File: config.mk
export PLATFORM = sky130hd
export DESIGN_NAME = aes_inv_round_ctrl
export DESIGN_NICKNAME = d
export VERILOG_FILES = /design/src/rtl/aes_inv_round_ctrl.sv
export SDC_FILE = /design/constraint.sdc
export NUM_CORES = 1
export LEC_CHECK = 0
export CORE_AREA = 2 2 39 41
export CTS_CLUSTER_SIZE = 28
export DETAILED_ROUTE_END_ITERATION = 10
export DIE_AREA = 0 0 41 43
export HOLD_SLACK_MARGIN = 0.12
export PLACE_DENSITY = 0.74
export SETUP_SLACK_MARGIN = 0.05
export SLEW_MARGIN = 20
export SYNTH_ARGS = -nofsm -noshare
export SYNTH_HDL_FRONTEND = slang
export SYNTH_SLANG_ARGS = --single-unit
export TNS_END_PERCENT = 1
File: constraint.sdc
create_clock -name clk -period 3.68 [get_ports clk]
set_clock_uncertainty 0.1 [all_clocks]
set_input_delay 0.368 -clock clk [delete_from_list [all_inputs] [get_ports clk]]
set_output_delay 0.368 -clock clk [all_outputs]
set_load 0.005 [all_outputs]
File: src/rtl/aes_inv_round_ctrl.sv
// Round sequencer for the AES inverse cipher: steps one block through LOAD,
// NR-1 inverse rounds and the final inverse round, stalling whenever rk_valid is low.
module aes_inv_round_ctrl #(
  parameter int NR = 10
) (
  input  logic       clk,
  input  logic       reset,
  input  logic       in_valid,
  output logic       in_ready,
  output logic [3:0] rk_idx,
  input  logic       rk_valid,
  output logic [1:0] op_sel,
  output logic       state_we,
  output logic       out_valid,
  input  logic       out_ready,
  output logic       busy
);

  if (NR != 10 && NR != 12 && NR != 14) begin : g_bad_nr
    $error("aes_inv_round_ctrl: NR must be 10, 12 or 14");
  end

  localparam logic [3:0] NR_IDX   = 4'(NR);
  localparam logic [3:0] RND_INIT = 4'(NR - 1);
  localparam logic [1:0] OP_LOAD  = 2'b00;
  localparam logic [1:0] OP_ROUND = 2'b01;
  localparam logic [1:0] OP_FINAL = 2'b10;

  typedef enum logic [1:0] {IDLE, ROUND, FINAL, DONE} state_t;

  state_t     state_reg, state_next;
  logic [3:0] rnd_reg, rnd_next;

  always_ff @(posedge clk) begin
    if (reset) begin
      state_reg <= IDLE;
      rnd_reg   <= RND_INIT;
    end else begin
      state_reg <= state_next;
      rnd_reg   <= rnd_next;
    end
  end

  // Handshake outputs are gated by reset so an in-flight or arriving block
  // never writes the datapath in the reset cycle.
  always_comb begin
    state_next = state_reg;
    rnd_next   = rnd_reg;
    rk_idx     = NR_IDX;
    op_sel     = OP_LOAD;
    in_ready   = 1'b0;
    state_we   = 1'b0;
    out_valid  = 1'b0;
    busy       = 1'b1;
    case (state_reg)
      IDLE: begin
        busy     = 1'b0;
        in_ready = rk_valid && !reset;
        state_we = in_valid && rk_valid && !reset;
        if (in_valid && rk_valid) begin
          rnd_next   = RND_INIT;
          state_next = ROUND;
        end
      end
      ROUND: begin
        rk_idx   = rnd_reg;
        op_sel   = OP_ROUND;
        state_we = rk_valid && !reset;
        if (rk_valid) begin
          if (rnd_reg == 4'd1) begin
            state_next = FINAL;
          end else begin
            rnd_next = rnd_reg - 4'd1;
          end
        end
      end
      FINAL: begin
        rk_idx   = 4'd0;
        op_sel   = OP_FINAL;
        state_we = rk_valid && !reset;
        if (rk_valid) begin
          state_next = DONE;
        end
      end
      DONE: begin
        out_valid = 1'b1;
        if (out_ready) begin
          state_next = IDLE;
        end
      end
      default: state_next = IDLE;
    endcase
  end

endmodule

Word-level counts from Yosys, hierarchy flattened. Cells that the tools add are included.

Flip-flop bits (word level): 6. Latch bits: 0. RAM bits: 0. ROM bits: 0. Bits of input ports: 5. Output and inout bits: 10. Logic and storage cells: 38. Memories kept: 0.

$add $sub $neg: 1. Multipliers: 0. Divide/modulo/power cells: 0. Order comparisons: 0. Eq/ne operators: 10. Shifts and indexed selects: 0. Mux-type cells: 16. Bitwise logic cells: 0. Reductions and logical operators: 9.

Operator list (count): one-hot mux 4 bit (2 select lines) (2); 2-to-1 mux 4 bit (3); != test 2 bit (second input constant) (6); 2-to-1 mux 2 bit (5); one-hot mux 2 bit (4 select lines) (1); AND reduction 5 bit (1); equality test 2 bit (second input constant) (2); equality test 4 x 1 -> 1 bit (second input constant) (1); one-hot mux 2 bit (2 select lines) (1); AND reduction 4 bit (1); subtractor 4 x 1 -> 4 bit (second input constant) (1); logical AND 1 bit (3); 2-to-1 mux 1 bit (3); equality test 2 x 1 -> 1 bit (second input constant) (1); logical NOT 2 bit (1); one-hot mux 1 bit (2 select lines) (1); nonzero test 2 bit (1); OR reduction 2 bit (1); logical NOT 1 bit (1).

Longest topological paths before layout.
Word-level depth: 4. Mapped depth: 6. Gate-level depth less buffers: 6.

Least setup slack after synthesis. No wires, ideal clock.

Path kind: register to register. Start: register state_reg[0]. End: register rnd_reg[3]. Arrival time: 1.661 ns. Slack: 1.797 ns. Cell stages (with the launch flop): 7. Path buffers: 0. Clock period less this slack: 1.883 ns. Cell sequence: dfxtp_1 -> inv_1 -> ha_1 -> mux2_2 -> nand2_1 -> or3_1 -> a221o_2.

Longest elaborated chain between the ends: 3. Elaborated cells on any way between the ends: 8. Classes of those cells: eq/ne (4); mux (1); reduce/logical (3).

RTL lines: start: declaration (line 31) `state_t state_reg, state_next;`; start signal: assignment (line 39) `state_reg <= state_next;`; equality test 2 x 1 -> 1 bit or logical NOT 2 bit (tied branches) (line 55) `case (state_reg)`; != test 2 bit (no source line) or nonzero test 2 bit (tied branches); AND reduction 4 bit (no source line); end signal: assignment (line 40) `rnd_reg <= rnd_next;`; end: declaration (line 32) `logic [3:0] rnd_reg, rnd_next;`.

Parallel ways exist; a longest one is shown, timed or not. A chain may end at the register's enable or synchronous reset.

Worst setup path in the final report.
Start: register state_reg[0]. End: output port state_we.

Longest elaborated chain between the ends: 3. Elaborated cells on any way between the ends: 5. Classes of those cells: eq/ne (2); mux (1); reduce/logical (2).

RTL lines: equality test 2 bit or equality test 2 x 1 -> 1 bit (tied branches) (line 55); OR reduction 2 bit (no source line); one-hot mux 1 bit (2 select lines) (*) (line 55); end: declaration (line 13) `output logic state_we,`.

Every way passes the cells marked *; elsewhere a longest branch is shown, timed or not.

==> flow_summary_export.csv <==
group,metric,value,unit
power,leakagePower,0.0003037,uW
placed_design,dp_cells,88,
clock_network,numClockSinks,6,
placed_design,numPortBuffers,14,
placed_design,routabilityCongestion,0.6968,
critical_path,crit_chain,"inv_1 > ha_1 > a21oi_1 > nor4b_1 > clkdlybuf4s50_1",
sta,timing.slew.headroom,77.20,%
layout,antenna_cells,0,
power,power.ir.vdd_worst,0.3009,mV
detailed_routing,drc_violations_left,0,
worst_hold_path,hp-class,"reg2reg",
logic_synthesis,synth.distinct_cells,29,
floorplan,core_area,1384,um^2
placed_design,place_area,695.7,um^2
critical_path,critical-path-slowest-cell,"clkdlybuf4s50_1",
layout,multiInputGateArea,392.9,um^2
layout,fin_cells,91,
floorplan,die_width,41,um
layout,sequential_cell_area,120.1,um^2
critical_path,r2r_start,"state_reg[0]$_SDFFE_PP0P_",
detailed_routing,antenna_violating_nets_post_route,0,
layout,largest_register_ffs,4,
layout,drive_above_1_share,13.33,%
global_route,track_usage,16.31,%
critical_path,critical_path.max_stage_delay,0.55,ns
detailed_routing,drt_pre_antenna_iters,4,
global_route,grt.met3_usage,6.283,%
critical_path,timing.critical_path.max_delay_family,"buffers and inverters",
clock_network,postCtsResizedCells,0,
global_route,globalRouteMet1Util,18.18,%
logic_synthesis,post_synth_instance_area,539.3,um^2
floorplan,io_pins,15,
detailed_routing,route.vias.total,477,
global_route,busiest_layer,"met2",
layout,layout.cell_area.non_filler,718.2,um^2
detailed_routing,first_iter_violations,7,
global_route,grt_pass1_wl,1987,um
clock_network,cts.clk_slew.worst_paths,0.04,ns
logic_synthesis,avgSynthCellArea,9.140,um^2
floorplan,die_h,43,um
sta,timing.setup.tns,0,ns
logic_synthesis,synth.ff_latch_count,6,
critical_path,timing.critical_path.from_type,"register",
clock_network,ctsRootBufferMaster,"clkbuf_4",
clock_network,cts_hold_buffers,0,
placed_design,dp_hpwl,895.5,um
layout,filler_cell_count,135,
clock_network,cts_setup_buffers,0,
global_route,met2_usage,28.44,%
logic_synthesis,synth.yosys.seq_area_share,22.27,%
layout,final_net_count,91,
sta,final.period_utilization,66.97,%
flow_run,drv_cap,0,
sta,setup_viol,0,
detailed_routing,post_drt_via_cell_ratio,5.242,
sta,rsz0062_at_grt,"false",
floorplan,area_of_the_die,1763,um^2
global_route,gr_ovfl_total,0,
critical_path,timing.critical_path.fanout_max,6,
power,cellPowerDensity,589.2,nW/um^2
global_route,grt_antenna_before_repair,0,
critical_path,worstSetupPathType,"reg2out",
outcome,run_status,"completed",
clock_network,clock_tree.buffer_depth,2,
detailed_routing,totalWireLength,1130,um
critical_path,worst_setup_sp,"state_reg[0]$_SDFFE_PP0P_",
logic_synthesis,synth.net_count,73,
worst_hold_path,source_of_the_worst_hold_timing_path,"rnd_reg[1]$_SDFFE_PP0P_",
layout,layout-area-overhead-vs-synth,33.18,%
sta,period_needed,2.464,ns
clock_network,cts_inserted_buffers,3,
sta,tightest_slew,0.3390,ns
logic_synthesis,synth-warning-count,0,
critical_path,worst_ep_required_time,3.21,ns
layout,finish.utilization,51.90,%
floorplan,num_rows,14,
sta,final_max_slew_viol_count,0,
global_route,maximum_number_of_pins_on_one_net_before_global_route_repair,9,
logic_synthesis,syn_inst,59,
clock_network,cts_tree,"done",
global_route,first_global_vias,479,
critical_path,crit_buf_inv,2,
clock_network,cts_htree_levels,1,
sta,hold_viol,0,
detailed_routing,wl_per_cell,12.42,um
critical_path,setup.worst_path.end_class,"output port",
critical_path,cp.arrival,2.00,ns
clock_network,clock_insertion_delay_worst_skew,0.24,ns
floorplan,floorplan.initialDensity,38.97,%
sta,fmax,0.4058,GHz
-- placed cells by master, fill, tap and decap left out, types with 3 or more instances in the layout --
cell / instances
clkdlybuf4s50_1: 14
dfxtp_1: 6
nor2b_1: 3
a21oi_1: 4
ha_1: 9
clkbuf_4: 3
inv_1: 6
nor2_1: 4
-- routing by layer --
| metal | share of wire (%) | wire length, um |
|---|---|---|
| met1 | 41 | 460 |
| met4 | 0 | 0 |
| met5 | 0 | 0 |
| met3 | 5.0 | 57 |
| met2 | 54 | 611 |
-- cell families (layout without fill, tap and decap cells) --
family	Yosys count	after routing	synth area share, %
buf+inv	7	23	4.871
flops	6	6	22.27
compound gates	13	13	20.42
mux	3	3	5.800
fa+ha+maj	9	9	20.88
simple gates	21	21	25.76
-- final timing paths --
kind | slack [ns] | depth (start not counted) | end
worst min register to register | 0.40 | 2 | rnd_reg[1]$_SDFFE_PP0P_
worst min-delay path | 0.40 | 2 | rnd_reg[1]$_SDFFE_PP0P_
worst max-delay path | 1.22 | 5 | state_we
worst max register to register | 1.61 | 6 | rnd_reg[3]$_SDFFE_PP1P_
-- per-stage QoR --
stage          setup slack [ns]  hold WS (ns)  total power [uW]
5_1_grt                   1.001        0.4491             462.8
2_1_floorplan             1.797        0.3604             259.2
3_5_place_dp              1.369        0.3917             366.2
6_report                  1.216        0.3970             423.2
4_1_cts                   1.181        0.4025             428.7
3_3_place_gp              1.392        0.3814             361.6
-- synthesized netlist by cell type (all sizes together) --
master | instances | area, um^2
or3b | 1 | 11.26
o41ai | 1 | 8.760
mux2 | 1 | 11.26
nor3b | 1 | 7.510
and4bb | 1 | 12.51
and2b | 1 | 8.760
a21oi | 4 | 20.02
clkbuf | 1 | 3.750
a21o | 1 | 7.510
o21ba | 1 | 10.01
and3b | 1 | 8.760
nand2 | 2 | 7.510
o21ai | 2 | 10.01
nand4 | 1 | 6.260
and3 | 2 | 12.51
inv | 6 | 22.52
and2 | 1 | 6.260
a2111oi | 1 | 27.53
nor4b | 1 | 8.760
mux2i | 2 | 20.02
a221o | 1 | 11.26
dfxtp | 6 | 120.1
ha | 9 | 112.6
a21boi | 1 | 7.510
or3 | 1 | 6.260
nand4b | 1 | 8.760
a211oi | 1 | 7.510
nor2b | 3 | 18.77
nor2 | 4 | 15.01
-- layout make-up --
type | count | area share [%]
multi-input combinational | 46 | 54.70
timing repair buffer | 14 | 19.51
sequential | 6 | 16.72
clock buffer | 3 | 3.136
inverter | 6 | 3.136
tap | 16 | 2.787
-- power breakdown --
group / internal [uW] / total (uW) / leakage [uW] / switching, uW
clock network: 36.8 / 59.4 / 0.0000138 / 22.6
registers: 76.3 / 91.7 / 0.0000488 / 15.4
logic: 147 / 272 / 0.000241 / 126
total: 260 / 423 / 0.000304 / 164
-- tightest hold or removal path: stages, from the launching register on --
cell and delay (ns):
dfxtp_1 0.32, mux2i_1 0.07, nor2_1 0.07
(Power assumes the default switching activity.)
==> variant: new RTL, same flow settings <==
Reset style: asynchronous (`reset`), changed in one clocked block.
--- a/src/rtl/aes_inv_round_ctrl.sv
+++ b/src/rtl/aes_inv_round_ctrl.sv
@@ -33,3 +33,3 @@
 
-  always_ff @(posedge clk) begin
+  always_ff @(posedge clk or posedge reset) begin
     if (reset) begin
Formal check against the unedited RTL: differs if reset is asserted again (counterexample within 4 cycles, from zero or initial values and one cycle with reset high); with reset held inactive, the same outputs for 10 cycles.
==> variant against the original RTL <==
  * Core utilization increased by 1.7 points
  * Worst setup slack got worse by 0.017 ns
  * Synthesized cell count decreased by 5.1%
  * Global-route usage decreased by 0.052 points
  * Total power increased by 57%
  * Sequential cell count unchanged
  * Area after synthesis increased by 3.0%
  * Final area increased by 3.3%
  * Wire length increased by 0.18%
  * Combinational power increased by 65%
  * Clock power increased by 14%
  * Largest cell class unchanged
==> variant: results (changes against the original RTL) <==
slew_headroom_pct: 78.1  # was 77.2%
worstHoldPathType: "in2async"  # was reg2reg
met1_length_um: 499  # was 460 µm
met2_usage_pct: 26.3  # was 28.4%
leakagePower_nw: 0.332  # was 0.304 nW
synth_mux_area_share_pct: 10.1  # was 5.80%
clock_area_share_pct: 3.54  # was 3.14%
ys_types: 26  # was 29
drt_pre_antenna_iters: 2  # was 4
final_layout_size_suffix_gt1_share_pct: 13.5  # was 13.3%
synth_area_leaders: "ha_1 20%, dfrtp_1 18%, dfstp_2 9.5%"  # was dfxtp_1 22%, ha_1 21%, a2111oi_4 5.1%
status: "complete, no violations"  # unchanged
nNetsFinal: 89  # was 91
grt_pass1_wl_um: 1970  # was 1990 µm
grt_use_met1_pct: 20.3  # was 18.2%
synthesis.nets: 70  # was 73
vdd_drop_max_mv: 0.442  # was 0.301 mV
syn_avg_cell_area_um2: 9.92  # was 9.14 µm²
area_growth_pct: 33.6  # was 33.2%
internal-power_w: 0.000401  # was 0.000260 W
nonClkBufAreaFrac_pct: 18.9  # was 19.5%
route.met3.wl_um: 39  # was 57 µm
placed_cells: 86  # was 88
synthArstFlopShare_pct: 100  # was 0%
placed_area_um2: 716  # was 696 µm²
post_drt_wl_per_cell_um: 12.6  # was 12.4 µm
yosysSeqAreaShare_pct: 27.5  # was 22.3%
grt_usage_pct: 16.3  # about the same
p_sw_share_pct: 39.6  # was 38.7%
synth_compound_area_share_pct: 17.3  # was 20.4%
vias: 472  # was 477
inverters_excl_clock: 7  # was 6
clockPowerShare_pct: 10.2  # was 14.0%
route.met2.wl_um: 592  # was 611 µm
variant: cell types whose count changed in the layout (fill, tap and decap cells not counted), moves of 2 or more:
cell and change:
dfrtp_1 +4, dfstp_2 +2, dfxtp_1 -6, nand2b_1 +2
nor2_1 -3, o31ai_1 +2
variant: path summary, 6_finish.rpt:
path	startpoint	end	slack, ns	cells after the start
min reg2reg	rnd_reg[3]$_DFFE_PP1P_	rnd_reg[3]$_DFFE_PP1P_	0.42	2
min	reset	state_reg[0]$_DFFE_PP0P_	0.30	2
min in group clk	rnd_reg[3]$_DFFE_PP1P_	rnd_reg[3]$_DFFE_PP1P_	0.42	2
max	state_reg[1]$_DFFE_PP0P_	state_we	1.20	5
max reg2reg	rnd_reg[0]$_DFFE_PP1P_	state_reg[1]$_DFFE_PP0P_	1.60	4
max in group asynchronous	reset	rnd_reg[0]$_DFFE_PP1P_	2.91	2
